**src/rtl/backdoor_pkg.sv**
```systemverilog
// Shared types and helpers for the backdoor memory bridge.
package backdoor_pkg;

  typedef enum logic [2:0] {
    IDLE,
    CHECK,
    MEM_REQ,
    MEM_WR,
    MEM_RD_ADDR,
    MEM_RD_DATA,
    FL_BYTE,
    RESP
  } state_t;

  typedef enum logic {
    TGT_MAIN    = 1'b0,
    TGT_SDFLASH = 1'b1
  } target_t;

  localparam int BYTES_PER_WORD = 8;

  // A main-memory byte address must be word aligned and index an existing word.
  function automatic logic main_addr_bad(input logic [31:0] addr, input int aw);
    logic [31:0] word_hi;
    word_hi = addr >> (aw + 3);
    return (addr[2:0] != 3'd0) || (word_hi != 32'd0);
  endfunction

endpackage

```
**src/rtl/bdoor_byte_serializer.sv**
```systemverilog
// Walks one 64-bit request across eight little-endian flash byte accesses.
module bdoor_byte_serializer
  import backdoor_pkg::*;
(
  input  logic        clk,
  input  logic        rst,
  input  logic        start,
  input  logic        write,
  input  logic [31:0] base_addr,
  input  logic [63:0] wdata,
  input  logic [7:0]  fl_rdata,
  output logic        done,
  output logic        fl_we,
  output logic [31:0] fl_addr,
  output logic [7:0]  fl_wdata,
  output logic [63:0] rd_word
);

  logic       busy;
  logic [2:0] idx;
  logic       last;

  assign last = (idx == 3'(BYTES_PER_WORD - 1));

  always_ff @(posedge clk or posedge rst) begin
    if (rst) begin
      busy <= 1'b0;
      idx  <= '0;
    end else if (start) begin
      busy <= 1'b1;
      idx  <= '0;
    end else if (busy) begin
      busy <= !last;
      idx  <= idx + 3'd1;
    end
  end

  // Read bytes land in place; the word is cleared at start so writes report zero.
  always_ff @(posedge clk) begin
    if (start)
      rd_word <= '0;
    else if (busy && !write)
      rd_word[{idx, 3'b000} +: 8] <= fl_rdata;
  end

  assign done     = busy && last;
  assign fl_we    = busy && write;
  assign fl_addr  = busy ? (base_addr + {29'd0, idx}) : '0;
  assign fl_wdata = fl_we ? wdata[{idx, 3'b000} +: 8] : '0;

endmodule

```
**src/rtl/backdoor_mem_bridge.sv**
```systemverilog
// Turns one 64-bit backdoor request into a granted scratchpad access or
// eight flash byte accesses, returning exactly one response per request.
module backdoor_mem_bridge
  import backdoor_pkg::*;
#(
  parameter int MEM_AW        = 16,
  parameter int GRANT_TIMEOUT = 255
) (
  input  logic              clk,
  input  logic              rst,
  input  logic              req_valid,
  output logic              req_ready,
  input  logic              req_write,
  input  logic              req_target,
  input  logic [31:0]       req_addr,
  input  logic [63:0]       req_wdata,
  output logic              rsp_valid,
  input  logic              rsp_ready,
  output logic [63:0]       rsp_rdata,
  output logic              rsp_err,
  output logic              mem_sel,
  input  logic              mem_grant,
  output logic              mem_write,
  output logic [7:0]        mem_mask,
  output logic [MEM_AW-1:0] mem_addr,
  output logic [63:0]       mem_wdata,
  input  logic [63:0]       mem_rdata,
  output logic              fl_we,
  output logic [31:0]       fl_addr,
  output logic [7:0]        fl_wdata,
  input  logic [7:0]        fl_rdata
);

  state_t      state, next_state;
  logic        write_q;
  target_t     target_q;
  logic [31:0] addr_q;
  logic [63:0] wdata_q;
  logic [63:0] mem_word;
  logic        err_q;
  logic [15:0] grant_cnt;
  logic        accept, addr_bad, grant_expired;
  logic        ser_start, ser_done;
  logic [63:0] ser_word;

  assign accept        = (state == IDLE) && req_valid;
  assign addr_bad      = (target_q == TGT_MAIN) && main_addr_bad(addr_q, MEM_AW);
  assign grant_expired = (grant_cnt == 16'(GRANT_TIMEOUT - 1));

  always_comb begin
    next_state = state;
    ser_start  = 1'b0;
    unique case (state)
      IDLE:        if (req_valid) next_state = CHECK;
      CHECK: begin
        if (addr_bad)
          next_state = RESP;
        else if (target_q == TGT_SDFLASH) begin
          next_state = FL_BYTE;
          ser_start  = 1'b1;
        end else
          next_state = MEM_REQ;
      end
      MEM_REQ: begin
        if (mem_grant)
          next_state = write_q ? MEM_WR : MEM_RD_ADDR;
        else if (grant_expired)
          next_state = RESP;
      end
      MEM_WR:      next_state = RESP;
      MEM_RD_ADDR: next_state = MEM_RD_DATA;
      MEM_RD_DATA: next_state = RESP;
      FL_BYTE:     if (ser_done) next_state = RESP;
      RESP:        if (rsp_ready) next_state = IDLE;
      default:     next_state = IDLE;
    endcase
  end

  always_ff @(posedge clk or posedge rst) begin
    if (rst) begin
      state     <= IDLE;
      write_q   <= 1'b0;
      target_q  <= TGT_MAIN;
      err_q     <= 1'b0;
      grant_cnt <= '0;
    end else begin
      state <= next_state;
      if (accept) begin
        write_q  <= req_write;
        target_q <= target_t'(req_target);
        err_q    <= 1'b0;
      end
      if ((state == CHECK && addr_bad) ||
          (state == MEM_REQ && !mem_grant && grant_expired))
        err_q <= 1'b1;
      // The wait count restarts on every entry to MEM_REQ (always from CHECK).
      if (state == CHECK)
        grant_cnt <= '0;
      else if (state == MEM_REQ)
        grant_cnt <= grant_cnt + 16'd1;
    end
  end

  always_ff @(posedge clk) begin
    if (accept) begin
      addr_q   <= req_addr;
      wdata_q  <= req_wdata;
      mem_word <= '0;
    end else if (state == MEM_RD_DATA) begin
      mem_word <= mem_rdata;
    end
  end

  bdoor_byte_serializer u_ser (
    .clk       (clk),
    .rst       (rst),
    .start     (ser_start),
    .write     (write_q),
    .base_addr (addr_q),
    .wdata     (wdata_q),
    .fl_rdata  (fl_rdata),
    .done      (ser_done),
    .fl_we     (fl_we),
    .fl_addr   (fl_addr),
    .fl_wdata  (fl_wdata),
    .rd_word   (ser_word)
  );

  // Outputs are decoded from state so a reset silences every port at once.
  assign req_ready = (state == IDLE);
  assign rsp_valid = (state == RESP);
  assign rsp_err   = (state == RESP) && err_q;
  assign rsp_rdata = (state != RESP) ? '0 :
                     (target_q == TGT_SDFLASH) ? ser_word : mem_word;
  assign mem_sel   = (state == MEM_REQ) || (state == MEM_WR) ||
                     (state == MEM_RD_ADDR) || (state == MEM_RD_DATA);
  assign mem_write = (state == MEM_WR);
  assign mem_mask  = (state == MEM_WR) ? 8'hFF : 8'h00;
  assign mem_addr  = ((state == MEM_WR) || (state == MEM_RD_ADDR)) ? addr_q[MEM_AW+2:3] : '0;
  assign mem_wdata = (state == MEM_WR) ? wdata_q : '0;

endmodule

```
**config.mk**
```make
export PLATFORM = sky130hd
export DESIGN_NAME = backdoor_mem_bridge
export DESIGN_NICKNAME = d
export VERILOG_FILES = /design/src/rtl/backdoor_pkg.sv /design/src/rtl/bdoor_byte_serializer.sv /design/src/rtl/backdoor_mem_bridge.sv
export SDC_FILE = /design/constraint.sdc
export NUM_CORES = 1
export LEC_CHECK = 0
export ABC_AREA = 1
export BUFFER_PORTS_ARGS = -buffer_cell sky130_fd_sc_hd__buf_2
export CAP_MARGIN = 15
export CORE_UTILIZATION = 45
export DETAILED_ROUTE_END_ITERATION = 8
export GPL_ROUTABILITY_DRIVEN = 1
export PLACE_DENSITY = 0.79
export SLEW_MARGIN = 15
export SYNTH_ARGS = -nofsm -noshare
export SYNTH_HDL_FRONTEND = slang
export SYNTH_HIERARCHICAL = 1
export SYNTH_SLANG_ARGS = --single-unit
```
**constraint.sdc**
```tcl
create_clock -name clk -period 3.1 [get_ports clk]
set_input_delay 0.62 -clock clk [delete_from_list [all_inputs] [get_ports clk]]
set_output_delay 0.62 -clock clk [all_outputs]
set_load 0.1 [all_outputs]
```
==> results of run 1 <==
-- per-layer routing --
layer / global-route usage / vias up / routed length, µm
met3: 0.0376 / 105 / 2290
met1: 0.325 / 5622 / 15600
met2: 0.433 / 501 / 18100
li1: - / 5976 / -
met5: 0 / - / 0
met4: 0.113 / 0 / 1570
-- cell usage in the layout (no fill, tap or decap), types with 9 or more instances in the layout --
cell type and instances:
o211ai_1 9, nand2_1 303, clkbuf_4 39, dfxtp_1 128, dfrtp_1 25, nor2_4 36
inv_1 215, buf_4 31, a21oi_1 141, o21ai_1 58, edfxtp_1 96, o21ai_0 112
buf_12 37, clkbuf_16 30, nor2_1 250, nand3_1 32, a21oi_2 50, buf_2 293
inv_2 12, nor2_2 15, nand2_2 14
-- kinds of logic (layout without fill, tap and decap cells) --
group / after synthesis / in the layout / share of synthesized area
AOI/OAI and AO/OA: 385 / 385 / 0.159
xor gates and xnor gates: 8 / 8 / 0.00565
adders and majority gates: 11 / 11 / 0.0117
buffers and inverters: 320 / 687 / 0.106
DFF: 250 / 250 / 0.491
muxes: 1 / 1 / 0.000807
other: 0 / 7 / 0
and+or+nand+nor: 679 / 679 / 0.226
-- flip-flops by register name, summed over array words and instances, names as in the netlist --
register       cells
grant_cnt         16
u_ser/busy         1
target_q           1
addr_q            32
u_ser/rd_word     64
wdata_q           64
state              3
mem_word          64
write_q            1
err_q              1
u_ser/idx          3
-- cells in the mapped netlist (all sizes together) --
cell type / instances
edfxtp: 96
xnor2: 3
ha: 10
dfrtp: 26
a211oi: 1
dfxtp: 128
o211ai: 9
inv: 228
xor2: 5
o21ai: 171
fa: 1
mux2i: 1
buf: 45
nand2: 323
nand3b: 3
clkinv: 2
a21oi: 193
nand3: 40
o21bai: 2
nand4: 5
nor3: 7
clkbuf: 45
o22ai: 8
a21boi: 1
nor2: 301
-- where the power goes --
group / total (mW) / internal, mW / switching (mW)
registers: 5.24 / 4.57 / 0.669
clock network: 3.36 / 1.99 / 1.37
logic: 11.5 / 2.81 / 8.67
total: 20.1 / 9.37 / 10.7
-- worst paths after layout --
| check | slack (ns) | endpoint | start | cells after the start |
|---|---|---|---|---|
| worst max-delay path | -0.007 | fl_addr[6] | addr_q[0] | 11 |
| worst min-delay path | 0.24 | wdata_q[7] | req_wdata[7] | 1 |
| worst max register to register | 0.54 | u_ser/rd_word[36] | u_ser/idx[0] | 9 |
| worst min register to register | 0.44 | mem_word[33] | mem_word[33] | 2 |
| max in group asynchronous | 1.66 | target_q | rst | 3 |
| min in group asynchronous | 0.56 | u_ser/idx[1] | rst | 3 |
-- worst register-to-register path: stages, from the launching register on --
cell,delay (ns)
dfrtp_1,0.35
buf_4,0.36
inv_4,0.14
ha_1,0.24
ha_1,0.50
nand2_2,0.12
nor3_4,0.50
nand2_1,0.11
nand2_1,0.09
nor2_1,0.05
-- final cells by class --
cell class	count	area, µm²
well taps	341	427
inverters	230	868
multi-input cells	1084	5590
flip-flops and latches	250	6100
repair buffers	405	2790
diodes	7	17.5
clock buffers	41	853
clock inverters	11	96.3
fillers	2290	10300
-- what timing repair did --
item | CTS | global route
pin swaps | 5 | 8
hold endpoints to repair | 4 | 0
endpoints found under the setup margin | 40 | 45
resized for setup | 30 | 77
buffers inserted | 3 | 9
hold buffers | 1 | 0
-- through the flow --
stage               area (µm²)  setup TNS [ns]
global route             16700          -0.853
CTS                      16400          -0.124
detailed placement       15300               0
floorplan                12800          -30.12
finish                   16700        -0.00800
global placement         15300               0
==> results.py, run 1 <==
metrics = {
    "detailed_routing": {
        "first_iter_violations": 896,
        "first_pass_iters": 5,
        "vias": 12200,
        "post-route-drc-count": 0,
        "viasPerCell": 5.15,
        "wl_per_cell_um": 15.9,
        "ant_nets": 0,
        "wirelength_um": 37600,
    },
    "sta": {
        "hold_slack_ns": 0.242,
        "finalSetupViolCount": 2,
        "max_clock_freq_mhz": 322,
        "rsz0062_at_grt": "yes",
        "finClkSkew_ns": 0.00862,
        "fin_crit_ns": 3.11,
        "hold_violations": 0,
        "worstMarginPinSlew_ns": 0.856,
        "post-route-period-util": 1.00,
        "slew_viol_final": 0,
        "fin_ws_ns": -0.00733,
        "slew_headroom": 0.429,
    },
    "synth": {
        "synth_cells": 1654,
        "yosysTopAreaCellShare": 0.232,
        "synth_fp_nets": 1840,
        "netlist_area_um2": 12400,
        "synth_area_leaders": "edfxtp_1 (23%), dfxtp_1 (21%), nand2_1 (9.6%)",
        "yosys.cell_types.count": 39,
        "ys_warn_count": 6,
        "yosysTopAreaCell": "edfxtp_1",
        "synth.avg_cell_area_um2": 7.50,
        "ys_seq_area_frac": 0.491,
        "ys_ff_latch": 250,
    },
    "global_routing": {
        "grt_max_degree": 81,
        "antenna_found_initial": 7,
        "grt_pass1_wl_um": 58200,
        "grt_remaining_overflow": 0,
        "grt_pass1_vias": 11400,
        "grtUsageTotal": 0.256,
    },
    "power_and_ir_drop": {
        "finalPower_mw": 20.1,
        "leakagePower_nw": 7.97,
        "cellPowerDensity_nw_per_um2": 1200,
        "ir_worst_vdd_mv": 0.708,
    },
    "setup_path": {
        "crit_path_start_kind": "register",
        "critical_path.cell_chain": "ha_2 > inv_2 > fa_2 > inv_2 > nand3_2 > nand2_4 > nand2_4 > buf_4 > xor2_1 > nor2_2 > buf_12",
        "path_class": "register to primary output",
        "cp-end-kind": "primary output",
        "critPathBufInv": 4,
        "cpLargestDelayFamily": "adder cells",
        "worstPathRequired_ns": 2.48,
        "slowest_delay_ns": 0.35,
        "crit_arrival_ns": 2.49,
        "cp_slowest_cell": "edfxtp_1",
        "crit_fanout": 4,
    },
    "placed_design": {
        "dp_hpwl_um": 27000,
        "io_buffers": 372,
        "gp_congestion": 0.900,
        "place_inst": 2297,
        "dp_slack_ns": 0.289,
    },
    "status": {
        "violations": "negative setup slack",
        "status": "finished with violations",
    },
    "layout": {
        "drive_gt1_frac": 0.301,
        "final_util": 0.619,
        "area_growth_pct": 34.9,
        "layout.nets": 2185,
        "stdcell_count": 2369,
    },
    "floorplan": {
        "io_pins": 373,
        "floorplan.rows": 60,
        "die_h_um": 168,
        "die_area_um2": 28200,
        "die-width_um": 168,
        "core-area_um2": 27000,
        "start_util": 0.459,
    },
    "job": {
        "drv_cap": 0,
    },
    "clock_network": {
        "cts_buffers": 28,
        "htree_levels": 1,
        "cts_buffer_depth": 3,
        "clk_latency_ns": 0.55,
        "clk_pin_slew_ns": 0.06,
        "root_buffer": "clkbuf_16",
        "cts.sinks": 250,
        "cts_tree": "built",
    },
    "min_path": {
        "worstHoldPathType": "input port to register",
    },
}
No activity file was read; power rests on OpenSTA's default activity.
==> inputs of run 2 (changes only) <==
--- a/config.mk
+++ b/config.mk
@@ -6,12 +6,12 @@
 export NUM_CORES = 1
 export LEC_CHECK = 0
 export ABC_AREA = 1
-export BUFFER_PORTS_ARGS = -buffer_cell sky130_fd_sc_hd__buf_2
+export BUFFER_PORTS_ARGS = -buffer_cell sky130_fd_sc_hd__buf_4
 export CAP_MARGIN = 15
 export CORE_UTILIZATION = 45
 export DETAILED_ROUTE_END_ITERATION = 8
 export GPL_ROUTABILITY_DRIVEN = 1
-export PLACE_DENSITY = 0.79
+export PLACE_DENSITY = 0.74
 export SLEW_MARGIN = 15
 export SYNTH_ARGS = -nofsm -noshare
 export SYNTH_HDL_FRONTEND = slang
==> run 2 against run 1 <==
Against the previous run:
- the flow still finishes with violations (negative setup slack)
- cell count shrank 0.46%
- core utilization grew 1.6 points
- largest power group unchanged
- setup slack lost 0.032 ns
- register-to-register slack lost 0.06 ns
- via count shrank 0.40%
- wire length grew 2.7%
- total power is essentially flat
- sequential power is essentially flat
- clock power is essentially flat
- largest cell class unchanged
- design area grew 2.7%
- die area is the same
==> results.py, run 2 (synthesis gave the netlist of run 1 again) <==
metrics = {
    "layout": {
        "drive_gt1_frac": 0.299,
        "area_growth_pct": 38.4,
        "final_common_cell": "buf_4",
        "nFillCells": 2297,
        "layout.nets": 2181,
        "final_cell_mix": "buf_4 (375), nand2_1 (300), nor2_1 (251)",
        "antenna_cells": 0,
        "reg_top3": "mem_word x64, u_ser/rd_word x64, wdata_q x64",
    },
    "sta": {
        "finClkSkew_ns": 0.0225,
        "worstMarginPinSlew_ns": 0.991,
        "fin_tns_setup_ns": -0.128,
        "fin_ws_ns": -0.0391,
        "slew_headroom": 0.339,
        "slew_viol_final": 0,
        "hold_violations": 0,
        "post-route-period-util": 1.01,
        "max_clock_freq_mhz": 319,
        "fin_crit_ns": 3.14,
        "finalSetupViolCount": 6,
        "rsz0062_at_grt": "yes",
    },
    "global_routing": {
        "grt_use_met2": 0.433,
        "grt_max_degree": 102,
        "use_met1": 0.347,
        "grt_pass1_wl_um": 59500,
        "antenna_found_initial": 0,
        "grt_remaining_overflow": 0,
        "grt_pass1_vias": 11500,
        "grtUsageMet3": 0.0411,
        "grtUsageTotal": 0.264,
        "top_usage_layer": "met2",
    },
    "power_and_ir_drop": {
        "cellPowerDensity_nw_per_um2": 1170,
        "ir_worst_vdd_mv": 0.676,
        "finalPower_mw": 20.1,
        "leakagePower_nw": 8.02,
    },
    "detailed_routing": {
        "wirelength_um": 38600,
        "viasPerCell": 5.15,
        "wl_per_cell_um": 16.4,
        "post-route-drc-count": 0,
        "ant_nets": 0,
        "first_iter_violations": 963,
        "first_pass_iters": 5,
        "vias": 12200,
    },
    "floorplan": {
        "io_pins": 373,
        "start_util": 0.459,
        "die-width_um": 168,
        "die_area_um2": 28200,
        "core-area_um2": 27000,
        "die_h_um": 168,
        "floorplan.rows": 60,
    },
    "setup_path": {
        "slowest_delay_ns": 0.36,
        "critPathBufInv": 4,
        "cpLargestDelayFamily": "simple AND/OR/NAND/NOR gates",
        "cp_slowest_cell": "edfxtp_1",
        "path_class": "register to primary output",
        "critical_path.cell_chain": "ha_2 > inv_2 > fa_2 > inv_2 > nand3_2 > nand2_4 > nand2_4 > nor2_4 > buf_4 > xnor2_2 > nor2_4 > buf_12",
        "cp-end-kind": "primary output",
        "crit_fanout": 4,
        "crit_arrival_ns": 2.52,
        "crit_path_start_kind": "register",
        "worstPathRequired_ns": 2.48,
    },
    "clock_network": {
        "cts_buffer_depth": 3,
        "cts_buffers": 28,
        "cts_tree": "built",
        "htree_levels": 1,
        "cts.sinks": 250,
        "clk_latency_ns": 0.55,
        "clk_pin_slew_ns": 0.06,
        "root_buffer": "clkbuf_16",
    },
    "placed_design": {
        "gp_congestion": 0.939,
        "io_buffers": 372,
        "dp_hpwl_um": 27100,
    },
    "job": {
        "drv_cap": 0,
    },
    "status": {
        "violations": "negative setup slack",
        "status": "finished with violations",
    },
    "min_path": {
        "worstHoldPathType": "input port to register",
    },
}
-- run 2: routing by layer --
layer  wire length [µm]  vias to the layer above
li1                   -                     5956
met5                  0                        -
met2              18000                      469
met3               2530                      100
met4               1630                        0
met1              16400                     5630
-- run 2: final cells by class --
class                      count  area (µm²)  share of cell area
sequential                   250        6100               0.355
multi-input combinational   1084        5570               0.324
timing repair buffer         401        3260               0.190
clock buffer                  45         897              0.0522
inverter                     230         870              0.0506
tap                          341         427              0.0248
clock inverter                 7        50.0             0.00291
-- run 2: report_power, final --
part | total (mW) | leakage, nW | internal (mW) | switching (mW)
sequential | 5.23 | 2.29 | 4.58 | 0.659
combinational | 11.5 | 5.26 | 2.82 | 8.67
clock | 3.34 | 0.472 | 1.98 | 1.36
total | 20.1 | 8.02 | 9.38 | 10.7
-- run 2: stage by stage --
stage / instances / setup WS, ns / area (µm²) / utilization / hold slack (ns)
2_1_floorplan: 1654 / -0.405 / 12800 / - / 0.386
3_3_place_gp: 2298 / 0.308 / 15800 / 0.585 / 0.433
3_5_place_dp: 2298 / 0.261 / 15800 / 0.585 / 0.436
4_1_cts: 2356 / -0.0585 / 17000 / 0.628 / 0.206
5_1_grt: 2358 / -0.170 / 17200 / 0.636 / 0.205
6_report: 2358 / -0.0391 / 17200 / 0.636 / 0.236
-- run 2: final timing paths --
path / startpoint / end / slack, ns / cells past startpoint
hold reg to reg: mem_word[21] / mem_word[21] / 0.44 / 2
max in group asynchronous: rst / state[2] / 1.62 / 3
min in group asynchronous: rst / u_ser/idx[1] / 0.56 / 3
setup reg to reg: u_ser/idx[0] / u_ser/rd_word[34] / 0.48 / 9
setup / recovery: addr_q[0] / fl_addr[14] / -0.04 / 12
hold / removal: req_wdata[45] / wdata_q[45] / 0.24 / 1
-- run 2: timing repair --
item                       CTS  global route
pin swaps                    8            15
hold endpoints to repair     4             0
setup endpoints to repair   27           124
setup buffers                5             2
hold buffers                 1             0
gates cloned                 0             0
gates resized for setup     44            49
